## src/rtl/nibble_serial_adder_ctrl.sv

```systemverilog
// Sequencer that performs a WIDTH-bit add one nibble per clock through an external
// 4-bit ripple-carry adder, carrying between nibbles through a register.
module nibble_serial_adder_ctrl #(
  parameter int WIDTH = 16
) (
  input  logic             clk,
  input  logic             rst,
  input  logic             start,
  input  logic [WIDTH-1:0] a_in,
  input  logic [WIDTH-1:0] b_in,
  input  logic             cin_in,
  output logic [3:0]       add_a,
  output logic [3:0]       add_b,
  output logic             add_cin,
  input  logic [3:0]       add_sum,
  input  logic             add_cout,
  output logic             busy,
  output logic             done,
  output logic [WIDTH-1:0] sum_out,
  output logic             cout_out
);

  localparam int NNIB  = WIDTH / 4;
  localparam int IDX_W = (NNIB > 1) ? $clog2(NNIB) : 1;
  localparam logic [IDX_W-1:0] LAST_IDX = IDX_W'(NNIB - 1);

  typedef enum logic [1:0] {
    S_IDLE = 2'd0,
    S_RUN  = 2'd1,
    S_DONE = 2'd2
  } state_t;

  // Handshake: start is a request sampled only in IDLE or DONE; done is a one-cycle
  // valid pulse, and sum_out/cout_out stay valid until the next operation completes.
  state_t           state_q;
  logic [WIDTH-1:0] a_q;
  logic [WIDTH-1:0] b_q;
  logic             carry_q;
  logic [IDX_W-1:0] idx_q;
  logic [WIDTH-1:0] acc_q;
  logic [WIDTH-1:0] acc_d;
  logic [WIDTH-1:0] sum_q;
  logic             cout_q;
  logic             busy_q;
  logic             done_q;

  // Accumulator with the adder's current nibble merged in at position idx.
  always_comb begin
    acc_d = acc_q;
    for (int n = 0; n < NNIB; n++) begin
      if (idx_q == IDX_W'(n)) begin
        acc_d[4*n +: 4] = add_sum;
      end
    end
  end

  always_ff @(posedge clk) begin
    if (rst) begin
      state_q <= S_IDLE;
      a_q     <= '0;
      b_q     <= '0;
      carry_q <= 1'b0;
      idx_q   <= '0;
      acc_q   <= '0;
      sum_q   <= '0;
      cout_q  <= 1'b0;
      busy_q  <= 1'b0;
      done_q  <= 1'b0;
    end else begin
      case (state_q)
        S_IDLE, S_DONE: begin
          done_q <= 1'b0;
          if (start) begin
            state_q <= S_RUN;
            busy_q  <= 1'b1;
            a_q     <= a_in;
            b_q     <= b_in;
            carry_q <= cin_in;
            idx_q   <= '0;
            acc_q   <= '0;
          end else begin
            state_q <= S_IDLE;
          end
        end
        S_RUN: begin
          acc_q   <= acc_d;
          carry_q <= add_cout;
          a_q     <= a_q >> 4;
          b_q     <= b_q >> 4;
          if (idx_q == LAST_IDX) begin
            state_q <= S_DONE;
            busy_q  <= 1'b0;
            done_q  <= 1'b1;
            idx_q   <= '0;
            sum_q   <= acc_d;
            cout_q  <= add_cout;
          end else begin
            idx_q <= idx_q + 1'b1;
          end
        end
        default: begin
          state_q <= S_IDLE;
          busy_q  <= 1'b0;
          done_q  <= 1'b0;
        end
      endcase
    end
  end

  // Adder is driven only from registers, so no input port reaches add_* combinationally.
  assign add_a    = a_q[3:0];
  assign add_b    = b_q[3:0];
  assign add_cin  = carry_q;
  assign busy     = busy_q;
  assign done     = done_q;
  assign sum_out  = sum_q;
  assign cout_out = cout_q;

endmodule

```

## config.mk

```make
export PLATFORM = sky130hd
export DESIGN_NAME = nibble_serial_adder_ctrl
export DESIGN_NICKNAME = d
export VERILOG_FILES = /design/src/rtl/nibble_serial_adder_ctrl.sv
export SDC_FILE = /design/constraint.sdc
export NUM_CORES = 1
export LEC_CHECK = 0
export ABC_AREA = 1
export BUFFER_PORTS_ARGS = -buffer_cell sky130_fd_sc_hd__buf_2
export CAP_MARGIN = 25
export CORE_MARGIN = 5
export CORE_UTILIZATION = 40
export CTS_BUF_LIST = sky130_fd_sc_hd__clkbuf_8
export CTS_CLUSTER_SIZE = 16
export DETAILED_ROUTE_END_ITERATION = 7
export PLACE_DENSITY_LB_ADDON = 0.05
export SYNTH_ARGS = -nofsm -noshare
export SYNTH_HDL_FRONTEND = slang
export SYNTH_SLANG_ARGS = --single-unit
```

## constraint.sdc

```tcl
create_clock -name clk -period 1.05 [get_ports clk]
set_input_delay 0.2625 -clock clk [delete_from_list [all_inputs] [get_ports clk]]
set_output_delay 0.2625 -clock clk [all_outputs]
set_load 0.03 [all_outputs]
```

# == Word level (Yosys, flattened, before mapping) ==
# Index checks and enable logic that the tools add are counted.
# totals
reg_bits,72
inputBits,41
out_inout_bits,28
wordCells,48
# op_classes
add_sub_neg,1
n_eq_ne,7
n_mux,21
n_bitwise,1
reduce_logical,8
# ops
cell,n
16-bit one-hot mux with 2 select lines,3
16-bit 2-to-1 mux,3
4-bit 2-to-1 mux,4
2-bit one-hot mux with 2 select lines,2
2-bit equality test (second input constant),3
2-bit 2-to-1 mux,3
2-bit AND reduction,3
2-bit by 1-bit equality test with 1-bit output (second input constant),2
2-bit logical NOT,2
1-bit 2-to-1 mux,4
2-bit != test (second input constant),2
1-bit one-hot mux with 2 select lines,2
2-bit OR reduction,2
2-bit by 1-bit adder with 2-bit output (second input constant),1
2-bit nonzero test,1
1-bit NOT,1

# == Depth between registers and ports, before layout ==
# Gate-level depths: netlist of run 1.
# depth
ltp_word,4
depth_mapped,8
mapped_depth_nobuf,8

# == Worst setup path before layout of run 1 ==
# Ideal clock, no wire load.
# synth_path
path_kind,flip-flop to flip-flop
from,register state_q[0]
to,register a_q[0]
setup_time_ns,0.118
t_arrival_ns,1.037
required_time_ns,0.932
slack_ns,-0.105
stages_incl_launch_ff,8
path_buffers,3
synth_period_minus_slack_ns,1.155
path_cell_list,dfxtp_1 buf_6 inv_6 nand2_4 buf_6 buf_6 nor3_1 nor2_1
# synth_between
elab_chain_cells,4
word_cells_on_any_way,8
classes_between,eq/ne: 3; mux: 1; reduce/logical: 4
# synth_lines
element,line_no,source
"start, declared",35,state_t state_q;
"start signal, assigned",59,state_q <= S_IDLE;
"start signal, assigned",74,state_q <= S_RUN;
"start signal, assigned",82,state_q <= S_IDLE;
2-bit equality test / 2-bit logical NOT (equally long branches),70,case (state_q)
2-bit OR reduction,70,
2-bit != test (no line) / 2-bit nonzero test (equally long branches),--,
2-bit AND reduction (no line),--,
"end signal, assigned",76,a_q <= a_in;
"end signal, assigned",88,a_q <= a_q >> 4;
"end, declared",36,logic [WIDTH-1:0] a_q;
# Parallel ways exist; a longest one is shown, timed or not.
# A chain may end at the register's enable or synchronous reset.

# == Worst setup path after layout of run 1 ==
# layout_path
from,register idx_q[0]
to,"register sum_q[6], in the netlist sum_out[6]"
# layout_between
elab_chain_cells,2
word_cells_on_any_way,4
classes_between,eq/ne: 2; mux: 1; reduce/logical: 1
# layout_lines
element,line_no,source
"start, declared",39,logic [IDX_W-1:0] idx_q;
"start signal, assigned",98,idx_q <= idx_q + 1'b1;
2-bit by 1-bit equality test with 1-bit output / 2-bit equality test (equally long branches),"51, 90",
4-bit 2-to-1 mux / 2-bit AND reduction (equally long branches),--,
"end signal, assigned",65,sum_q <= '0;
"end signal, assigned",95,sum_q <= acc_d;
"end, declared",42,logic [WIDTH-1:0] sum_q;
# Parallel ways exist; a longest one is shown, timed or not.

==> out/qor.csv, run 1 <==
stage;metric;value;unit
timing;maxSlewViolCount;0;
cts;cts_tree;done;
cts;cts_sinks;68;
logic_synthesis;synth_top_area_frac;0.395;
critical_path;reg2reg_slack;-70;ps
logic_synthesis;syn_area;3440;µm²
die;io_pins;69;
critical_path;rr_startpoint;idx_q[0]$_SDFFE_PP0P_;
cts;cts_htree_levels;3;
min_path;hold_depth;3;
cts;ctsHoldBuffers;0;
critical_path;cp_max_fo;5;
placed_design;pre_cts_ws;-218;ps
placed_design;place_area;4060;µm²
pwr;leakage;0.00238;µW
drt;wl_met2;4.28;mm
grt;grt_pass1_vias;3127;
critical_path;worst_setup_path_end_kind;flop;
logic_synthesis;async_flop_share;0;
logic_synthesis;synthTopCellsByArea;dfxtp_1, nand2_1, nand3_1, inv_1, nor2_1;
timing;worst_slack;-74.7;ps
cts;clock_latency;350;ps
cells_and_area;nFillCells;796;
critical_path;worstPathRequired;1300;ps
logic_synthesis;synth-seq-area-share;0.395;
logic_synthesis;synth_edf_count;0;
grt;grt.total_usage;0.179;
min_path;worstHoldStart;b_in[3];
logic_synthesis;synth.avg_cell_area;6.84;µm²
logic_synthesis;yosysMostFrequentCell;nand2_1;
pwr;vdd_drop_max;0.819;mV
timing;setup_violations;79;
critical_path;path_class;reg2reg;
die;die_h;103;µm
placed_design;port_buffers;68;
logic_synthesis;synth_top_area_cell;dfxtp_1;
cells_and_area;fin_nets;637;
critical_path;r2r-end;sum_out[6]$_SDFFE_PP0P_;
drt;wl;9.29;mm
drt;vias;3319;
timing;max_clock_freq;889;MHz
critical_path;startpoint_type;flop;
die;start_util;0.415;
min_path;hold_class;in2reg;
critical_path;path_cells;buf_6, ha_4, inv_4, nand2_2, nand2_2, nand2_1, nand2_1, nor2_1;
grt;grt_overflow_total;0;
outcome;status;complete, but fails checks;
die;row_count;33;
timing;finalCritPeriodShare;1.07;
placed_design;dpl.cell_count;672;
timing;tightest_slew;247;ps
logic_synthesis;netlist_top_cells_count;nand2_1, inv_1, nand3_1;
placed_design;hpwl;6.07;mm
min_path;holdPathEnd;b_q[3]$_SDFFE_PP0P_;
placed_design;place_congestion;0.767;
drt;highest_layer;met4;
cts;path_clk_slew;80;ps
critical_path;r2r_cells;8;
die;core_area;8300;µm²
cells_and_area;n_antenna_cell;0;
outcome;failed_checks;negative setup slack;
critical_path;crit_path_max_incr_delay;380;ps
grt;grt_max_degree;27;
timing;hold_violations;0;
timing;slew_headroom;0.835;
cells_and_area;design_area;5030;µm²
drt;dr.pass1.iters;4;
drt;post_drt_wl_per_cell;13.2;µm
cts;cts-root-buf;clkbuf_8;
drt;wl_met3;439;µm
drt;viasPerCell;4.73;
cells_and_area;area_growth;46.2;%
critical_path;crit_start;idx_q[0]$_SDFFE_PP0P_;
grt;grt_pass1_wl;15.0;mm
pwr;p_per_area;1390;nW/µm²
cts;cts.path.max_buffers;2;
logic_synthesis;synth-seq-cells;68;
timing;rsz0062_at_grt;true;
logic_synthesis;synth_nets;548;
logic_synthesis;synth_cells;503;
grt;antenna_found_initial;0;
critical_path;cp_slowest_cell;dfxtp_4;
critical_path;crit_arrival;1370;ps
timing;final.min_clock_period;1120;ps
cells_and_area;final_util;0.607;
cts;cts-buffers-inserted;9;
cells_and_area;drive_above_1_share;0.432;
drt;ant_nets;0;
logic_synthesis;ys.flop_type;dfxtp_1;
logic_synthesis;yosysWarnings;0;
timing;fin_skew;7.55;ps
die;dieArea;10600;µm²
drt;wl_met1;4.46;mm
drt;drc;0;
die;die_x;103;µm
logic_synthesis;synth.distinct_cells;25;
job;drv_cap;0;
cells_and_area;finalNonFillerCells;702;
drt;drt_iter0_drc;80;
==> sequential cells by signal, summed over array words and instances, names as in the netlist <==
| signal | cells |
|---|---|
| busy | 1 |
| b_q | 16 |
| done | 1 |
| add_cin | 1 |
| cout_out | 1 |
| sum_out | 16 |
| acc_q | 12 |
| idx_q | 2 |
| state_q | 2 |
| a_q | 16 |
==> area by class of cell <==
type | instances | area, µm² | share of cell area
Tap cell | 105 | 131 | 0.0261
Multi-Input combinational cell | 317 | 1850 | 0.368
Sequential cell | 68 | 1410 | 0.280
Clock buffer | 9 | 124 | 0.0246
Inverter | 81 | 334 | 0.0664
Timing Repair Buffer | 115 | 1060 | 0.210
Clock inverter | 7 | 124 | 0.0246
==> critical path: cells and delay by family, from the launching register on <==
family,cells,cell delay [ps]
flops,1,380
simple gates,5,280
fa+ha+maj,1,170
buf+inv,2,210
==> cell families after synthesis <==
kind of cell,after synthesis,synth area share
flip-flops,68,0.395
buffers and inverters,118,0.163
AND/OR/NAND/NOR,284,0.383
adder cells (fa/ha/maj),4,0.0145
AO/OA/AOI/OAI,29,0.0440
==> per-layer routing <==
layer,vias up,track usage
met3,8,0.0460
li1,1723,-
met1,1530,0.247
met4,0,0.0448
met2,58,0.280
met5,-,0
==> power by group <==
part           internal, µW  total (µW)  switching (µW)  leakage, µW
logic                   664        1490             822      0.00168
clock network          1590        2680            1080     0.000120
registers              2730        2810            83.3     0.000571
==> worst max path at each step <==
stage | to | slack [ps]
2_1_floorplan | a_q[0]$_SDFFE_PP0P_ | -80
3_3_place_gp | sum_out[6]$_SDFFE_PP0P_ | -170
3_5_place_dp | sum_out[9]$_SDFFE_PP0P_ | -220
4_1_cts | sum_out[9]$_SDFFE_PP0P_ | -70
5_1_grt | sum_out[7]$_SDFFE_PP0P_ | -160
6_report | sum_out[6]$_SDFFE_PP0P_ | -70
==> cell usage in the layout (no fill, tap or decap), types with 23 or more instances in the layout <==
master / synthesis / final
dfxtp_1: 68 / 36
inv_1: 77 / 72
nand2_2: 2 / 27
buf_2: 13 / 40
nand2_1: 139 / 111
nand3_1: 71 / 64
buf_4: 11 / 23
buf_6: 6 / 41
dfxtp_2: 0 / 28
nor2_1: 33 / 32
==> through the flow <==
stage          hold slack (ps)  setup TNS [ps]  power (µW)
2_1_floorplan              366           -1490        3720
3_3_place_gp               454           -7110        4050
3_5_place_dp               458           -9490        4060
4_1_cts                    128           -3500        6900
5_1_grt                    140           -8120        7340
6_report                   140           -2710        6980
==> timing repair <==
| item | CTS | global route |
|---|---|---|
| gates cloned | 2 | 1 |
| hold endpoints to repair | 0 | 0 |
| resized for setup | 126 | 63 |
| endpoints found under the setup margin | 96 | 93 |
| buffers inserted | 2 | 10 |
| pin swaps | 10 | 29 |
Power figures use the tool's default switching activity.
==> inputs of run 2 (changes only) <==
--- a/config.mk
+++ b/config.mk
@@ -8,8 +8,10 @@
 export ABC_AREA = 1
 export BUFFER_PORTS_ARGS = -buffer_cell sky130_fd_sc_hd__buf_2
 export CAP_MARGIN = 25
+export CELL_PAD_IN_SITES_DETAIL_PLACEMENT = 0
+export CELL_PAD_IN_SITES_GLOBAL_PLACEMENT = 1
 export CORE_MARGIN = 5
-export CORE_UTILIZATION = 40
+export CORE_UTILIZATION = 36
 export CTS_BUF_LIST = sky130_fd_sc_hd__clkbuf_8
 export CTS_CLUSTER_SIZE = 16
 export DETAILED_ROUTE_END_ITERATION = 7
@@ -17,3 +19,4 @@
 export SYNTH_ARGS = -nofsm -noshare
 export SYNTH_HDL_FRONTEND = slang
 export SYNTH_SLANG_ARGS = --single-unit
+export TNS_END_PERCENT = 50
==> run 2 against run 1 <==
Effect of this change:
- the flow still finishes with violations (negative setup slack)
- utilization decreased by 6.5 points
- via count is 2.0% lower
- flip-flop and latch count unchanged
- die area up 10%
- final cell count grew 2.8%
- count of clock-buffer cells in the layout unchanged
- clock power fell by 8.2%
- sequential share of layout area increased by 0.056 points
- critical endpoint is now sum_out[8]$_SDFFE_PP0P_
==> out/qor.csv, run 2 (same netlist as run 1, synthesis figures left out) <==
stage;metric;value;unit;change
grt;grt_overflow_total;0;;unchanged
grt;grt_pass1_wl;14.8;mm;-1.9%
drt;drt_iter0_drc;115;;+44%
die;dieArea;11600;µm²;+10%
grt;grt_pass1_vias;3151;;+0.77%
cts;cts_htree_levels;3;;unchanged
timing;rsz0062_at_grt;true;;
min_path;hold_class;in2reg;;
critical_path;crit_path_max_incr_delay;380;ps;about the same
cells_and_area;drive_above_1_share;0.406;;-0.0258
timing;worst_slack;-68.4;ps;+6.38 ps
pwr;p_per_area;1350;nW/µm²;-2.8%
critical_path;cp_max_fo;5;;unchanged
grt;grt_max_degree;30;;+11%
placed_design;place_congestion;0.762;;-0.61%
cts;cts-root-buf;clkbuf_8;;
cells_and_area;final_cell_mix;nand2_1, inv_1, nand3_1, buf_2, buf_6;;
cts;cts_tree;done;;
job;drv_cap;0;;unchanged
cts;path_clk_slew;90;ps;about the same
cts;cts_sinks;68;;unchanged
critical_path;cp_slowest_cell;dfxtp_4;;
timing;setup_violations;77;;-2.5%
drt;drc;0;;unchanged
placed_design;pre_cts_ws;-160;ps;+57.7 ps
critical_path;worstPathRequired;1310;ps;about the same
drt;ant_nets;0;;unchanged
critical_path;crit_arrival;1370;ps;about the same
die;die_x;108;µm;+4.9%
critical_path;reg2reg_slack;-70;ps;about the same
cells_and_area;n_antenna_cell;0;;unchanged
cells_and_area;final_util;0.541;;-0.0654
drt;dr.pass1.iters;4;;unchanged
timing;finalCritPeriodShare;1.07;;-0.00607
die;start_util;0.371;;-0.0440
critical_path;path_class;reg2reg;;
drt;wl;9.13;mm;-1.7%
placed_design;dpl.cell_count;698;;+3.9%
critical_path;startpoint_type;flop;;
timing;tightest_slew;245;ps;-2.19 ps
timing;maxSlewViolCount;0;;unchanged
timing;fin_skew;17.0;ps;+9.41 ps
placed_design;hpwl;6.17;mm;+1.6%
cts;ctsHoldBuffers;0;;unchanged
outcome;failed_checks;negative setup slack;;
pwr;vdd_drop_max;0.714;mV;-13%
timing;hold_violations;0;;unchanged
cts;cts-buffers-inserted;9;;unchanged
critical_path;path_cells;buf_6, ha_4, inv_4, nand2_2, nand2_2, nand2_1, nand2_1, nor2_1;;
critical_path;worst_setup_path_end_kind;flop;;
grt;grt.total_usage;0.157;;-0.0216
pwr;leakage;0.00235;µW;-0.99%
drt;vias;3252;;-2.0%
die;die_h;108;µm;+4.9%
cells_and_area;area_growth;45.9;%;
drt;viasPerCell;4.50;;-4.7%
timing;max_clock_freq;894;MHz;+0.57%
grt;antenna_found_initial;0;;unchanged
die;io_pins;69;;unchanged
cells_and_area;finalNonFillerCells;722;;+2.8%
cells_and_area;final_common_cell;nand2_1;;
cts;cts.path.max_buffers;2;;unchanged
cts;clock_latency;350;ps;about the same
drt;post_drt_wl_per_cell;12.6;µm;-4.4%
timing;final.min_clock_period;1120;ps;-6.38 ps
die;row_count;35;;+6.1%
cells_and_area;fin_nets;633;;-0.63%
timing;slew_headroom;0.837;;+0.00146
outcome;status;complete, but fails checks;;
placed_design;port_buffers;68;;unchanged
die;core_area;9280;µm²;+12%
run 2: cell types whose count changed in the layout (fill, tap and decap cells not counted), sizes merged:
cell | before | now
buf | 114 | 107
clkbuf | 10 | 13
clkinvlp | 1 | 3
bufinv | 3 | 2
inv | 82 | 81
run 2: timing repair:
| action | CTS | global route |
|---|---|---|
| resized for setup | 113 | 59 |
| setup buffers | 1 | 4 |
| endpoints found under the setup margin | 95 | 94 |
| pin swaps | 8 | 27 |
| cloned | 0 | 4 |
run 2: layer usage:
layer / global-route usage / routed length (µm) / share of wire / up-vias
met4: 0.0496 / 105 / 0.012 / 0
met3: 0.0300 / 385 / 0.042 / 8
met2: 0.245 / 4060 / 0.44 / 58
met5: 0 / 0 / 0 / -
li1: - / - / - / 1722
met1: 0.218 / 4580 / 0.50 / 1464
run 2: worst max-delay path, delay by kind of cell, from the launching register on:
kind          cells  cell delay [ps]
flops             1              380
simple gates      5              260
buf+inv           2              200
fa+ha+maj         1              170
run 2: final cells by class:
type                            instances  area [µm²]
Fill cell                             930        4260
Clock buffer                            9         124
Tap cell                              129         161
Clock inverter                          7         100
Multi-Input combinational cell        317        1830
Timing Repair Buffer                  111        1070
Inverter                               81         327
Sequential cell                        68        1410
run 2: metrics by stage:
step                      instance area [µm²]  total power [µW]  hold WS, ps  TNS (ps)
after floorplan                          3500              3710          366     -1620
after global placement                   4120              4080          455     -5880
after detailed placement                 4120              4080          460     -5840
after CTS                                4670              6660          125     -3120
after global routing                     5020              7140          128     -6720
final                                    5020              6770          144     -1790
run 2: path summary, 6_finish.rpt:
check / start / end / cells past startpoint
worst max register to register: idx_q[1]$_SDFFE_PP0P_ / sum_out[8]$_SDFFE_PP0P_ / 8
worst min register to register: b_q[14]$_SDFFE_PP0P_ / b_q[14]$_SDFFE_PP0P_ / 2
worst min-delay path: a_in[0] / a_q[0]$_SDFFE_PP0P_ / 3
worst max-delay path: idx_q[1]$_SDFFE_PP0P_ / sum_out[8]$_SDFFE_PP0P_ / 8
run 2: power breakdown:
| group | switching [µW] | internal [µW] | total (µW) |
|---|---|---|---|
| Combinational | 825 | 679 | 1500 |
| Clock | 1110 | 1350 | 2460 |
| Sequential | 78.5 | 2730 | 2810 |
| Total | 2010 | 4760 | 6770 |
==> inputs of run 3 (changes only) <==
--- a/config.mk
+++ b/config.mk
@@ -10,9 +10,10 @@
 export CAP_MARGIN = 25
 export CELL_PAD_IN_SITES_DETAIL_PLACEMENT = 0
 export CELL_PAD_IN_SITES_GLOBAL_PLACEMENT = 1
-export CORE_MARGIN = 5
+export CORE_MARGIN = 2
 export CORE_UTILIZATION = 36
 export CTS_BUF_LIST = sky130_fd_sc_hd__clkbuf_8
+export CTS_CLUSTER_DIAMETER = 60
 export CTS_CLUSTER_SIZE = 16
 export DETAILED_ROUTE_END_ITERATION = 7
 export PLACE_DENSITY_LB_ADDON = 0.05
==> run 3 against run 2 <==
Effect of this change:
- the run still ends with negative setup slack left
- clock power shrank 4%
- global-route usage rose by 2.2 points
- combinational power increased by 3%
- critical endpoint is now a_q[4]$_SDFFE_PP0P_
- highest routed layer unchanged
==> out/qor.csv, run 3 (same netlist as run 1, synthesis figures left out) <==
stage;metric;value;unit;change
outcome;status;complete, but fails checks;;
outcome;failed_checks;negative setup slack;;
critical_path;crit_arrival;1430;ps;+60 ps
grt;grt_pass1_wl;14.6;mm;-0.89%
job;drv_cap;0;;unchanged
critical_path;critical_path.top_delay_family;buffers and inverters;;
timing;setup_violations;91;;+18%
timing;finalCritPeriodShare;1.13;;+0.0632
die;start_util;0.373;;+0.00176
cts;cts_tree;done;;
timing;worst_slack;-135;ps;-66.3 ps
placed_design;place_congestion;0.765;;+0.42%
pwr;leakage;0.00235;µW;about the same
die;die_h;102;µm;-5.6%
timing;slew_headroom;0.850;;+0.0139
cells_and_area;area_growth;45.4;%;
drt;wl;8.95;mm;-2.0%
die;io_pins;69;;unchanged
cells_and_area;drive_above_1_share;0.398;;-0.00810
die;die_x;102;µm;-5.6%
timing;tightest_slew;224;ps;-20.8 ps
cts;cts_htree_levels;3;;unchanged
critical_path;path_class;reg2reg;;
cells_and_area;final_cell_mix;nand2_1, inv_1, nand3_1, buf_2, dfxtp_1;;
grt;grt_overflow_total;0;;unchanged
cts;cts-buffers-inserted;9;;unchanged
drt;drc;0;;unchanged
cts;clock_latency;340;ps;about the same
grt;grt.total_usage;0.180;;+0.0224
placed_design;pre_cts_ws;-143;ps;+17.8 ps
critical_path;cp_max_fo;7;;+2
timing;hold_violations;0;;unchanged
min_path;hold_class;in2reg;;
cts;cts-root-buf;clkbuf_8;;
die;row_count;35;;unchanged
critical_path;worst_setup_path_end_kind;flop;;
cells_and_area;nFillCells;933;;+0.32%
critical_path;startpoint_type;flop;;
cts;cts.path.max_buffers;2;;unchanged
die;core_area;9240;µm²;-0.47%
critical_path;cp_slowest_cell;dfxtp_4;;
timing;final.min_clock_period;1180;ps;+66.3 ps
critical_path;crit_path_max_incr_delay;360;ps;-20 ps
timing;max_clock_freq;844;MHz;-5.6%
critical_path;worstPathRequired;1290;ps;-20 ps
timing;maxSlewViolCount;0;;unchanged
drt;viasPerCell;4.57;;+1.5%
cells_and_area;fin_nets;630;;-0.47%
timing;finalSetupTns;-4850;ps;-3050 ps
grt;antenna_found_initial;0;;unchanged
drt;ant_nets;0;;unchanged
critical_path;path_cells;buf_12, inv_12, nand2_8, buf_12, nor3_4, nor2_1;;
drt;drt_iter0_drc;79;;-31%
grt;grt_max_degree;29;;-3.3%
timing;fin_skew;9.28;ps;-7.68 ps
placed_design;hpwl;6.00;mm;-2.8%
pwr;vdd_drop_max;0.750;mV;+5.1%
timing;rsz0062_at_grt;true;;
critical_path;crit_top_cell;buf_12;;
drt;vias;3286;;+1.0%
drt;post_drt_wl_per_cell;12.4;µm;-1.6%
cts;path_clk_slew;70;ps;-20 ps
placed_design;port_buffers;68;;unchanged
drt;dr.pass1.iters;4;;unchanged
cells_and_area;final_common_cell;nand2_1;;
pwr;p_per_area;1340;nW/µm²;-0.22%
critical_path;path_buf_inv;3;;+1
grt;grt_pass1_vias;3002;;-4.7%
die;dieArea;10400;µm²;-11%
cells_and_area;n_antenna_cell;0;;unchanged
cts;cts_sinks;68;;unchanged
cts;ctsHoldBuffers;0;;unchanged
run 3: cell types whose count changed in the layout (fill, tap and decap cells not counted), moves of 4 or more:
cell | before | now
nor3_2 | 20 | 16
nor3_4 | 2 | 7
nand2_2 | 16 | 5
nand2_4 | 1 | 5
nand3_1 | 60 | 53
buf_12 | 10 | 6
nand2_1 | 124 | 132
nand3_2 | 10 | 18
run 3: per-layer routing:
layer | track usage | part of all wire
met1 | 0.262 | 0.50
met3 | 0.0311 | 0.039
met5 | 0 | 0
met4 | 0.0676 | 0.0057
met2 | 0.263 | 0.46
run 3: area by class of cell:
cell class | instances | area [µm²] | share of cell area
clock buffers | 10 | 138 | 0.0275
clock inverters | 6 | 80.1 | 0.0160
repair buffers | 107 | 1010 | 0.202
flip-flops and latches | 68 | 1410 | 0.281
well taps | 129 | 161 | 0.0323
inverters | 81 | 327 | 0.0653
multi-input cells | 318 | 1880 | 0.377
run 3: final timing paths:
kind | from | to | slack (ps) | depth (start not counted)
max | state_q[0]$_SDFFE_PP0P_ | a_q[4]$_SDFFE_PP0P_ | -130 | 6
max reg2reg | state_q[0]$_SDFFE_PP0P_ | a_q[4]$_SDFFE_PP0P_ | -130 | 6
min | a_in[3] | a_q[3]$_SDFFE_PP0P_ | 140 | 3
min reg2reg | b_q[12]$_SDFFE_PP0P_ | b_q[12]$_SDFFE_PP0P_ | 470 | 2
run 3: stage by stage:
stage	cells	util	area, µm²	hold slack, ps	power [µW]
detailed placement	696	0.440	4060	459	4050
global placement	696	0.440	4060	453	4050
finish	719	0.542	5000	140	6730
floorplan	503	-	3500	366	3710
CTS	716	0.511	4720	131	6670
global route	719	0.542	5000	131	7120
run 3: timing repair:
action / CTS / global route
gates resized for setup: 117 / 54
pin swaps: 2 / 32
endpoints found under the setup margin: 95 / 95
buffers inserted: 0 / 1
gates cloned: 4 / 2
run 3: power breakdown:
part / internal (µW) / switching, µW / leakage, µW / total [µW]
logic: 690 / 852 / 0.00167 / 1540
registers: 2740 / 76.6 / 0.000570 / 2810
clock network: 1380 / 992 / 0.000115 / 2370
run 3: worst min-delay path, cell delays in order:
cell and delay (ps):
buf_2 80, nor3_2 30, nor2_1 70
